File: src/rtl/if_stage.sv
// Instruction-fetch stage: program counter, imem word addressing, and the IF/ID
// pipeline register presented to Decode, with stall/flush and Execute redirects.
module if_stage #(
  parameter logic [31:0] RESET_PC = 32'h0000_0000,
  parameter int          IMEM_AW  = 6
) (
  input  logic               clk,
  input  logic               reset,
  input  logic               stall_f,
  input  logic               stall_d,
  input  logic               flush_d,
  input  logic               pc_src_e,
  input  logic [31:0]        pc_target_e,
  output logic [IMEM_AW-1:0] imem_a,
  input  logic [31:0]        imem_rd,
  output logic [31:0]        pc_f,
  output logic [31:0]        instr_d,
  output logic [31:0]        pc_d,
  output logic [31:0]        pc_plus4_d,
  output logic               valid_d,
  output logic               oor_d,
  output logic [31:0]        fetch_cnt
);

  localparam logic [31:0] NOP = 32'h0000_0013;

  // Control semantics: a redirect always moves the PC, even under stall_f.
  // On the IF/ID side flush_d beats stall_d, and stall_d holds every output.
  // fetch_cnt advances only on edges where IF/ID actually loads a fetch.

  logic [31:0] pc_plus4_f;
  logic [31:0] pc_next;
  logic        in_range;
  logic [31:0] fetch_word;

  assign pc_plus4_f = pc_f + 32'd4;
  assign in_range   = (pc_f[31:IMEM_AW+2] == '0);
  assign imem_a     = pc_f[IMEM_AW+1:2];
  assign fetch_word = in_range ? imem_rd : NOP;

  always_comb begin
    pc_next = pc_f;
    if (pc_src_e)
      pc_next = pc_target_e & 32'hFFFF_FFFC;
    else if (!stall_f)
      pc_next = pc_plus4_f;
  end

  always_ff @(posedge clk or posedge reset) begin
    if (reset)
      pc_f <= RESET_PC;
    else
      pc_f <= pc_next;
  end

  always_ff @(posedge clk or posedge reset) begin
    if (reset) begin
      instr_d    <= NOP;
      pc_d       <= '0;
      pc_plus4_d <= '0;
      valid_d    <= 1'b0;
      oor_d      <= 1'b0;
      fetch_cnt  <= '0;
    end else if (flush_d) begin
      instr_d    <= NOP;
      pc_d       <= '0;
      pc_plus4_d <= '0;
      valid_d    <= 1'b0;
      oor_d      <= 1'b0;
    end else if (!stall_d) begin
      instr_d    <= fetch_word;
      pc_d       <= pc_f;
      pc_plus4_d <= pc_plus4_f;
      valid_d    <= 1'b1;
      oor_d      <= ~in_range;
      fetch_cnt  <= fetch_cnt + 32'd1;
    end
  end

endmodule

File: config.mk
export PLATFORM = sky130hd
export DESIGN_NAME = if_stage
export DESIGN_NICKNAME = d
export VERILOG_FILES = /design/src/rtl/if_stage.sv
export SDC_FILE = /design/constraint.sdc
export NUM_CORES = 1
export LEC_CHECK = 0
export ABC_AREA = 1
export CAP_MARGIN = 20
export CORE_MARGIN = 5
export CORE_UTILIZATION = 41
export CTS_CLUSTER_DIAMETER = 120
export DETAILED_ROUTE_END_ITERATION = 10
export GPL_ROUTABILITY_DRIVEN = 0
export PLACE_DENSITY_LB_ADDON = 0.15
export SETUP_SLACK_MARGIN = 0.1
export SYNTH_ARGS = -nofsm -noshare
export SYNTH_HDL_FRONTEND = slang
export SYNTH_SLANG_ARGS = --single-unit
export TNS_END_PERCENT = 50
File: constraint.sdc
create_clock -name clk -period 14.85 [get_ports clk]
set_input_delay 4.455 -clock clk [delete_from_list [all_inputs] [get_ports clk]]
set_output_delay 4.455 -clock clk [all_outputs]
set_load 0.03 [all_outputs]
# ---- Yosys cells after proc, flatten, opt, wreduce, memory -nomap -nowiden
# Cells that the tools add are included.
dict set report word_totals {
  regBits 162
  output_inout_bits 168
  elab_cells 29
  inputBits 70
}
dict set report classes {
  n_eq_ne 2
  n_reduce_logical 2
  n_mux 13
  bitwise_logic 3
  n_addsub 2
}
# cell n
set ops {}
lappend ops {{32-bit 2-to-1 mux} 9}
lappend ops {{32-bit by 1-bit adder with 32-bit output (second input constant)} 1}
lappend ops {{32-bit by 3-bit adder with 32-bit output (second input constant)} 1}
lappend ops {{24-bit zero test} 1}
lappend ops {{1-bit 2-to-1 mux} 4}
lappend ops {{2-bit by 1-bit != test with 1-bit output (second input constant)} 2}
lappend ops {{1-bit inverter} 3}
lappend ops {{2-bit AND reduction} 1}

# ---- Longest topological paths before layout
# Gate-level depths: netlist (run 1).
dict set report logic_depth {
  depth_word 4
  depth_mapped 10
  ltp_nobuf 10
}

# ---- Worst setup path after synthesis (run 1)
# OpenSTA, ideal clock, no wires.
dict set report synth_timing {
  path_kind {input -> register}
  start {input stall_d}
  end {register fetch_cnt[24]}
  arrival_ps 5315
  setup_ps 118
  slack_ps 9417
  path_buffers 0
  required_ps 14732
  path_stages 8
  path_cell_list {inv_1 nand2_2 nor2_4 nand3_1 nor2_4 nand3_1 nand2_1 nand2_1}
}
dict set report synth_via {
  elab_chain_len 2
}
# item line
set synth_rtl {}
lappend synth_rtl {{start, declared} 10} ;# input logic stall_d,
lappend synth_rtl {{1-bit inverter (no line)} --}
lappend synth_rtl {{2-bit AND reduction (no line)} --}
lappend synth_rtl {{end signal, assigned} 76} ;# fetch_cnt <= fetch_cnt + 32'd1;
lappend synth_rtl {{end, declared} 22} ;# output logic [31:0] fetch_cnt
# Every way passes these cells.
# A chain may end at the register's enable or synchronous reset.

# ---- Final worst setup path (run 1)
# Ends and elaborated chain as after synthesis.

==> results.py, run 1 <==
metrics = {
    "sta": {
        "max_slew_margin": 0.342,
        "fin_crit_ns": 6.30,
        "finalHoldViolations": 0,
        "period_share": 0.424,
        "drv_slew": 0,
        "grt_setup_unrepaired": "no",
        "tightest_slew_ns": 0.987,
        "setup_viol": 0,
        "max_freq_mhz": 159,
        "fin_skew_ns": 0.0127,
        "setup_tns_ns": 0,
        "setup_ws_ns": 8.55,
    },
    "final_layout": {
        "area_growth_pct": 40.2,
        "final_common_cell": "nand2_1",
        "fin_nets": 1277,
        "drive_gt1_frac": 0.0592,
        "multi_input_area_um2": 3280,
        "n_antenna_cell": 0,
        "fill_cells": 1735,
        "regArea_um2": 3930,
        "fin_util": 0.581,
        "final_cell_mix": "395 x nand2_1, 233 x clkdlybuf4s50_1, 154 x dfrtp_1, 90 x o21ai_0, 85 x inv_1",
    },
    "pwr": {
        "powerDensity_nw_per_um2": 110,
        "ir_worst_vdd_uv": 78.8,
        "power_leakage_nw": 4.93,
    },
    "detailed_routing": {
        "top_layer_used": "met5",
        "drt-met1-wl_um": 10500,
        "drc_errors": 0,
        "wl_met2_um": 10600,
        "wirelength_um": 23100,
        "ant_nets": 0,
        "vias": 7053,
        "drt_iter0_drc": 449,
        "wl_per_cell_um": 16.0,
        "routed-wl-met3_um": 1570,
        "vias_per_cell": 4.86,
        "first_pass_iters": 5,
    },
    "place": {
        "dp_slack_ns": 8.07,
        "io_buffers": 233,
        "post-dp-hpwl_um": 16400,
    },
    "clock_network": {
        "clk_pin_slew_ns": 0.06,
        "max-clock-path-buffers": 2,
        "cts.sink_count": 157,
        "cts_tree": "done",
        "hold_buffers": 0,
        "cts_buffers": 17,
        "insertion_delay_ns": 0.42,
        "cts-htree-levels": 4,
        "cts_setup_buffers": 0,
        "cts_resized": 0,
        "cts-root-buf": "clkbuf_16",
    },
    "logic_synthesis": {
        "syn_avg_cell_area_um2": 7.85,
        "ys_seq_area_frac": 0.509,
        "synthDistinctLibCells": 32,
        "synthCells": 985,
        "synth_seq_cells": 157,
        "syn_area_um2": 7730,
        "synth_warnings": 0,
    },
    "run": {
        "drv_cap": 0,
    },
    "global_routing": {
        "track_usage": 0.215,
        "grt-ovfl-total": 0,
        "grt_max_degree": 102,
        "antenna_found_initial": 1,
        "grt_pass1_vias": 6763,
        "grt_pass1_wl_um": 37000,
    },
    "setup_path": {
        "cp.arrival_ns": 6.61,
        "path_class": "in2reg",
        "r2r_slack_ns": 12.96,
        "end_kind": "flop",
        "reg2regPathDepth": 10,
        "cp.required_ns": 15.16,
        "cp_max_fo": 46,
        "cp-start-kind": "input pin",
    },
    "die": {
        "fp.dieArea_um2": 21700,
        "die_w_um": 147,
        "die_h_um": 147,
        "core_um2": 18600,
        "io_pins": 238,
        "std_cell_rows": 50,
        "start_util": 0.415,
    },
    "hold_path": {
        "holdPathStages": 2,
        "hold_class": "reg2reg",
    },
    "run_status": {
        "status": "completed",
    },
}
[cells in the mapped netlist, drive strengths merged]
| library cell | number | area (µm²) |
|---|---|---|
| nand2 | 403 | 1540 |
| dfrtp | 154 | 3850 |
| nor2 | 92 | 432 |
| o21ai | 90 | 450 |
| inv | 86 | 323 |
| nand3 | 37 | 190 |
| buf | 25 | 153 |
| xor2 | 25 | 241 |
| nand4 | 17 | 106 |
| clkbuf | 15 | 56.3 |
| nand3b | 7 | 52.6 |
| xnor2 | 7 | 61.3 |
| a22o | 4 | 36.3 |
| nor3 | 4 | 31.3 |
| o21bai | 4 | 30.0 |
| dfstp | 3 | 78.8 |
| o211ai | 3 | 22.5 |
| or2 | 3 | 18.8 |
| and2 | 2 | 12.5 |
| ha | 2 | 25.0 |
| conb | 1 | 3.75 |
| o221ai | 1 | 8.76 |
[through the flow]
stage	instance area, µm²	std cells	hold slack (ns)	power [mW]
floorplan	7730	986	0.561	0.632
global placement	10200	1420	0.464	0.745
detailed placement	10200	1420	0.464	0.747
CTS	10800	1451	0.483	1.21
global route	10800	1451	0.502	1.25
finish	10800	1451	0.476	1.20
[final cells by class]
type,count,area share
clock buffers,21,0.0416
clock inverters,10,0.0152
inverters,86,0.0303
multi-input cells,703,0.303
flip-flops and latches,157,0.363
well taps,234,0.0270
repair buffers,240,0.220
[worst max-delay path, stage by stage]
cell and delay (ns):
clkdlybuf4s50_1 0.46, inv_1 0.17, nand2_2 0.51, nor2_4 0.33
nand3_1 0.20, nor2_4 0.25, nand3_1 0.10, nand2_1 0.07
nand2_1 0.05
[final timing paths]
check,startpoint,endpoint
min in group asynchronous,reset,fetch_cnt[31]$_DFFE_PP0P_
hold reg to reg,pc_plus4_d[24]$_DFFE_PP0P_,pc_plus4_d[24]$_DFFE_PP0P_
max in group asynchronous,reset,fetch_cnt[3]$_DFFE_PP0P_
hold / removal,pc_plus4_d[24]$_DFFE_PP0P_,pc_plus4_d[24]$_DFFE_PP0P_
setup reg to reg,pc_f[2]$_DFFE_PP0N_,pc_plus4_d[24]$_DFFE_PP0P_
setup / recovery,stall_d,fetch_cnt[24]$_DFFE_PP0P_
[flip-flops by register name (all words and copies together) (netlist names)]
signal and count:
instr_d 32, fetch_cnt 32, pc_f 30, oor_d 1, pc_d 31, pc_plus4_d 30
valid_d 1
[power breakdown]
part	leakage [nW]	switching [mW]	internal, mW	total, mW
clock	0.289	0.174	0.285	0.459
sequential	2.07	0.0355	0.457	0.492
combinational	2.58	0.151	0.0949	0.246
[routing by layer]
layer  vias to the layer above  GRT usage
li1                       3509          -
met5                         -          0
met1                      3316      0.294
met2                       198      0.337
met4                         2     0.0508
met3                        28     0.0676
[logic make-up after synthesis]
kind of cell / count (synthesis) / share of synthesized area
compound gates: 102 / 0.0709
xor+xnor: 32 / 0.0392
fa+ha+maj: 2 / 0.00324
buf+inv: 126 / 0.0688
flops: 157 / 0.509
other cells: 1 / 0.000485
simple gates: 565 / 0.309
(Power assumes the default switching activity.)
==> run 2, diff against run 1 <==
==> constraint.sdc (replaced) <==
create_clock -name clk -period 6.4 [get_ports clk]
set_input_delay 1.92 -clock clk [delete_from_list [all_inputs] [get_ports clk]]
set_output_delay 1.92 -clock clk [all_outputs]
set_load 0.03 [all_outputs]
==> run 2 against run 1 <==
  * Global-route usage grew 0.42 points
  * Cell count is the same
  * Sequential power grew 130%
  * Power grew 130%
  * Sequential share of layout area is essentially flat
  * Worst setup slack lost 5.9 ns
  * Combinational power grew 130%
==> results.py, run 2 (synthesis gave the netlist of run 1 again) <==
metrics = {
    "final_layout": {
        "final_common_cell": "nand2_1",
        "final_cell_mix": "395 x nand2_1, 233 x clkdlybuf4s50_1, 154 x dfrtp_1, 90 x o21ai_0, 85 x inv_1",
        "fin_area_um2": 10800,
        "fin_nets": 1277,
        "fill_cells": 1689,
        "regArea_um2": 3930,
        "multi_input_area_um2": 3280,
        "drive_gt1_frac": 0.0592,
        "largestRegisters": "fetch_cnt: 32 flops, instr_d: 32 flops, pc_d: 31 flops",
        "area_growth_pct": 40.0,
        "n_antenna_cell": 0,
    },
    "global_routing": {
        "grt-ovfl-total": 0,
        "grt_pass1_wl_um": 38100,
        "grt_pass1_vias": 7031,
        "grt_max_degree": 97,
        "track_usage": 0.219,
        "antenna_found_initial": 1,
    },
    "sta": {
        "max_freq_mhz": 268,
        "drv_slew": 0,
        "max_slew_margin": 0.393,
        "fin_skew_ns": 0.0109,
        "period_share": 0.583,
        "grt_setup_unrepaired": "no",
        "setup_tns_ns": 0,
        "setup_viol": 0,
        "tightest_slew_ns": 0.911,
        "fin_crit_ns": 3.73,
        "finalHoldViolations": 0,
    },
    "detailed_routing": {
        "vias": 7066,
        "wl_met2_um": 10700,
        "routed-wl-met3_um": 1960,
        "drt_iter0_drc": 451,
        "drc_errors": 0,
        "wirelength_um": 23300,
        "top_layer_used": "met5",
        "drt-met1-wl_um": 10300,
        "vias_per_cell": 4.87,
        "first_pass_iters": 6,
        "ant_nets": 0,
        "wl_per_cell_um": 16.0,
    },
    "pwr": {
        "ir_worst_vdd_uv": 199,
        "powerDensity_nw_per_um2": 254,
        "p_total_mw": 2.75,
        "power_leakage_nw": 4.93,
    },
    "hold_path": {
        "holdPathEnd": "pc_plus4_d[17]$_DFFE_PP0P_",
        "hold_class": "reg2reg",
        "holdPathStages": 2,
        "min_from": "pc_plus4_d[17]$_DFFE_PP0P_",
    },
    "clock_network": {
        "insertion_delay_ns": 0.43,
        "max-clock-path-buffers": 2,
        "hold_buffers": 0,
        "clk_pin_slew_ns": 0.06,
        "cts-htree-levels": 4,
        "cts-root-buf": "clkbuf_16",
        "cts_tree": "done",
        "cts_setup_buffers": 0,
        "cts_resized": 0,
        "cts.sink_count": 157,
        "cts_buffers": 17,
    },
    "die": {
        "std_cell_rows": 50,
        "start_util": 0.415,
        "io_pins": 238,
        "fp.dieArea_um2": 21700,
        "die_w_um": 147,
        "core_um2": 18600,
        "die_h_um": 147,
    },
    "setup_path": {
        "cp.required_ns": 6.72,
        "reg2regPathDepth": 7,
        "end_kind": "flop",
        "r2r_slack_ns": 4.53,
        "cp_max_fo": 46,
        "r2r_end": "pc_plus4_d[12]$_DFFE_PP0P_",
        "cp.arrival_ns": 4.05,
        "cp-start-kind": "input pin",
        "path_class": "in2reg",
        "cp-startpoint": "flush_d",
        "rr_startpoint": "pc_f[2]$_DFFE_PP0N_",
    },
    "run": {
        "drv_cap": 0,
    },
    "place": {
        "io_buffers": 233,
        "post-dp-hpwl_um": 16600,
        "place_area_um2": 10200,
    },
    "run_status": {
        "status": "completed",
    },
}
[run 2: changes by cell type in the layout (fill, tap and decap cells not counted), sizes merged]
cell and change:
bufinv -1, clkinvlp -1, clkinv +2
[run 2: worst max-delay path, stage by stage]
cell             delay (ns)
clkdlybuf4s50_1        0.54
inv_1                  0.12
nand2_2                0.48
nor2_4                 0.33
nand3_1                0.20
nor2_4                 0.24
nand3_1                0.10
nand2_1                0.08
nand2_1                0.04
[run 2: through the flow]
stage | hold slack [ns] | utilization | std cells | setup slack [ns]
2_1_floorplan | 0.561 | - | 986 | 0.250
3_3_place_gp | 0.464 | 0.549 | 1420 | 2.18
3_5_place_dp | 0.464 | 0.549 | 1420 | 2.20
4_1_cts | 0.481 | 0.581 | 1451 | 2.65
5_1_grt | 0.504 | 0.581 | 1451 | 2.45
6_report | 0.476 | 0.581 | 1451 | 2.67
[run 2: how the worst max path moves through the flow]
stage,end,cells past startpoint
after CTS,fetch_cnt[28]$_DFFE_PP0P_,9
final,fetch_cnt[28]$_DFFE_PP0P_,9
after detailed placement,fetch_cnt[26]$_DFFE_PP0P_,9
after floorplan,fetch_cnt[0]$_DFFE_PP0P_,1
after global routing,fetch_cnt[24]$_DFFE_PP0P_,9
after global placement,fetch_cnt[28]$_DFFE_PP0P_,9
[run 2: layer usage]
layer / track usage / up-vias
met2: 0.343 / 223
li1: - / 3499
met1: 0.294 / 3318
met5: 0 / -
met3: 0.0743 / 24
met4: 0.0573 / 2
[run 2: power breakdown]
group / leakage [nW] / switching (mW) / internal, mW
Clock: 0.283 / 0.415 / 0.622
Sequential: 2.07 / 0.0828 / 1.06
Combinational: 2.58 / 0.347 / 0.221
[run 2: layout make-up]
class / instances / area share
Sequential cell: 157 / 0.363
Multi-Input combinational cell: 703 / 0.303
Timing Repair Buffer: 240 / 0.221
Clock buffer: 21 / 0.0416
Inverter: 86 / 0.0303
Tap cell: 234 / 0.0270
Clock inverter: 10 / 0.0131
==> run 3, diff against run 2 <==
==> constraint.sdc (replaced) <==
create_clock -name clk -period 3.6 [get_ports clk]
set_input_delay 1.08 -clock clk [delete_from_list [all_inputs] [get_ports clk]]
set_output_delay 1.08 -clock clk [all_outputs]
set_load 0.03 [all_outputs]
==> run 3 against run 2 <==
  * Clock skew about the same
  * Sequential power up 79%
  * Non-clock buffer count up 8
  * Utilization up 0.64 points
  * Via count up 1.2%
  * Global-route usage down 0.17 points
  * Critical path depth down 8
  * Combinational power up 81%
  * Power up 82%
  * Routed wire length up 1.7%
  * Critical endpoint is now imem_a[2]
  * Largest power group unchanged
==> results.py, run 3 (synthesis gave the netlist of run 1 again) <==
metrics = {
    "run_status": {
        "status": "completed",
    },
    "setup_path": {
        "path_class": "reg2out",
        "worst_path_max_delay_cell": "clkdlybuf4s50_1",
        "cp_max_fo": 8,
        "cp_cell_sequence": "clkdlybuf4s50_1",
        "critPathMaxStageDelay_ns": 0.75,
        "cp-start-kind": "flop",
        "cp.required_ns": 2.52,
        "end_kind": "primary output",
        "worst-path-buf-inv": 1,
        "cpLargestDelayFamily": "buffers and inverters",
        "cp.arrival_ns": 1.71,
    },
    "pwr": {
        "switchingPower_mw": 1.51,
        "power_leakage_nw": 4.98,
        "powerDensity_nw_per_um2": 457,
        "seq_power_share": 0.407,
        "ir_worst_vdd_uv": 332,
        "pwr-share-clk": 0.387,
        "p_sw_frac": 0.302,
        "p_int_mw": 3.49,
        "pwr-share-comb": 0.205,
    },
    "final_layout": {
        "final_common_cell": "nand2_1",
        "largestRegisters": "fetch_cnt: 32 flops, instr_d: 32 flops, pc_d: 31 flops",
        "drive_gt1_frac": 0.0653,
        "fill_cells": 1760,
        "fin_nets": 1285,
        "stdcell_count": 1460,
        "fin_util": 0.587,
        "final_cell_mix": "395 x nand2_1, 233 x clkdlybuf4s50_1, 154 x dfrtp_1, 90 x o21ai_0, 85 x inv_1",
        "area_growth_pct": 41.6,
        "n_antenna_cell": 0,
    },
    "detailed_routing": {
        "first_pass_iters": 5,
        "ant_nets": 0,
        "wirelength_um": 23700,
        "vias_per_cell": 4.90,
        "drt_iter0_drc": 394,
        "vias": 7148,
        "wl_per_cell_um": 16.2,
        "drc_errors": 0,
    },
    "global_routing": {
        "antenna_found_initial": 0,
        "grt-ovfl-total": 0,
        "grt_pass1_vias": 6842,
        "grt_pass1_wl_um": 37500,
        "grt_max_degree": 92,
        "track_usage": 0.218,
    },
    "die": {
        "start_util": 0.415,
        "io_pins": 238,
        "die_h_um": 147,
        "fp.dieArea_um2": 21700,
        "core_um2": 18600,
        "std_cell_rows": 50,
        "die_w_um": 147,
    },
    "sta": {
        "period_share": 0.775,
        "drv_slew": 0,
        "max_slew_margin": 0.667,
        "setup_viol": 0,
        "fin_crit_ns": 2.79,
        "setup_tns_ns": 0,
        "max_freq_mhz": 358,
        "fin_skew_ns": 0.0104,
        "grt_setup_unrepaired": "no",
        "tightest_slew_ns": 0.498,
        "finalHoldViolations": 0,
    },
    "clock_network": {
        "hold_buffers": 0,
        "cts-htree-levels": 4,
        "insertion_delay_ns": 0.42,
        "clk_pin_slew_ns": 0.06,
        "cts_tree": "done",
        "cts_buffers": 17,
        "max-clock-path-buffers": 2,
        "cts-root-buf": "clkbuf_16",
        "cts_resized": 0,
        "cts_setup_buffers": 0,
        "cts.sink_count": 157,
    },
    "place": {
        "io_buffers": 233,
        "post-dp-hpwl_um": 17200,
        "place_inst": 1428,
    },
    "hold_path": {
        "hold_class": "reg2reg",
    },
    "run": {
        "drv_cap": 0,
    },
}
run 3: cell types whose count changed in the layout (fill, tap and decap cells not counted):
cell	before	now
clkinvlp_4	2	5
clkinv_4	3	0
clkinv_2	2	0
clkbuf_8	1	2
clkbuf_1	3	4
buf_12	1	3
buf_4	6	12
bufinv_16	3	4
run 3: per-layer routing:
| metal | share of wire | up-vias | global-route usage |
|---|---|---|---|
| li1 | - | 3528 | - |
| met1 | 0.45 | 3377 | 0.291 |
| met2 | 0.46 | 215 | 0.344 |
| met3 | 0.075 | 28 | 0.0700 |
| met4 | 0.017 | 0 | 0.0555 |
| met5 | 0 | - | 0 |
run 3: cell type report:
| class | count | area [µm²] | area share |
|---|---|---|---|
| Clock buffer | 23 | 468 | 0.0428 |
| Clock inverter | 9 | 159 | 0.0145 |
| Inverter | 86 | 327 | 0.0298 |
| Multi-Input combinational cell | 703 | 3280 | 0.300 |
| Sequential cell | 157 | 3930 | 0.359 |
| Tap cell | 234 | 293 | 0.0268 |
| Timing Repair Buffer | 248 | 2480 | 0.227 |
run 3: tightest hold or removal path, stage by stage (launching register included):
cell and delay (ns):
dfrtp_1 0.34, nand2_1 0.05, nand2_1 0.05
run 3: worst paths after layout:
check	from	endpoint	slack (ns)	depth (start not counted)
hold reg to reg	pc_plus4_d[13]$_DFFE_PP0P_	pc_plus4_d[13]$_DFFE_PP0P_	0.48	2
setup / recovery	pc_f[4]$_DFFE_PP0N_	imem_a[2]	0.81	1
setup reg to reg	pc_f[2]$_DFFE_PP0N_	pc_f[28]$_DFFE_PP0N_	1.75	10
min in group asynchronous	reset	fetch_cnt[15]$_DFFE_PP0P_	0.95	2
hold / removal	pc_plus4_d[13]$_DFFE_PP0P_	pc_plus4_d[13]$_DFFE_PP0P_	0.48	2
max in group asynchronous	reset	pc_plus4_d[4]$_DFFE_PP0P_	1.91	3
run 3: metrics by stage:
step / worst slack, ns / power, mW / area [µm²] / hold slack (ns)
finish: 0.810 / 5.00 / 10900 / 0.478
global route: 0.727 / 5.20 / 10900 / 0.500
CTS: 0.777 / 5.04 / 10900 / 0.481
detailed placement: 0.740 / 3.09 / 10300 / 0.464
global placement: 0.807 / 3.09 / 10300 / 0.464
floorplan: 0.536 / 2.61 / 7740 / 0.561
run 3: power groups by stage:
stage	combinational [mW]	clock (mW)	sequential [mW]
final	1.03	1.94	2.04
after global routing	1.10	2.05	2.05
after CTS	1.04	1.97	2.03
after detailed placement	1.03	0	2.06
after global placement	1.03	0	2.06
after floorplan	0.336	0	2.27
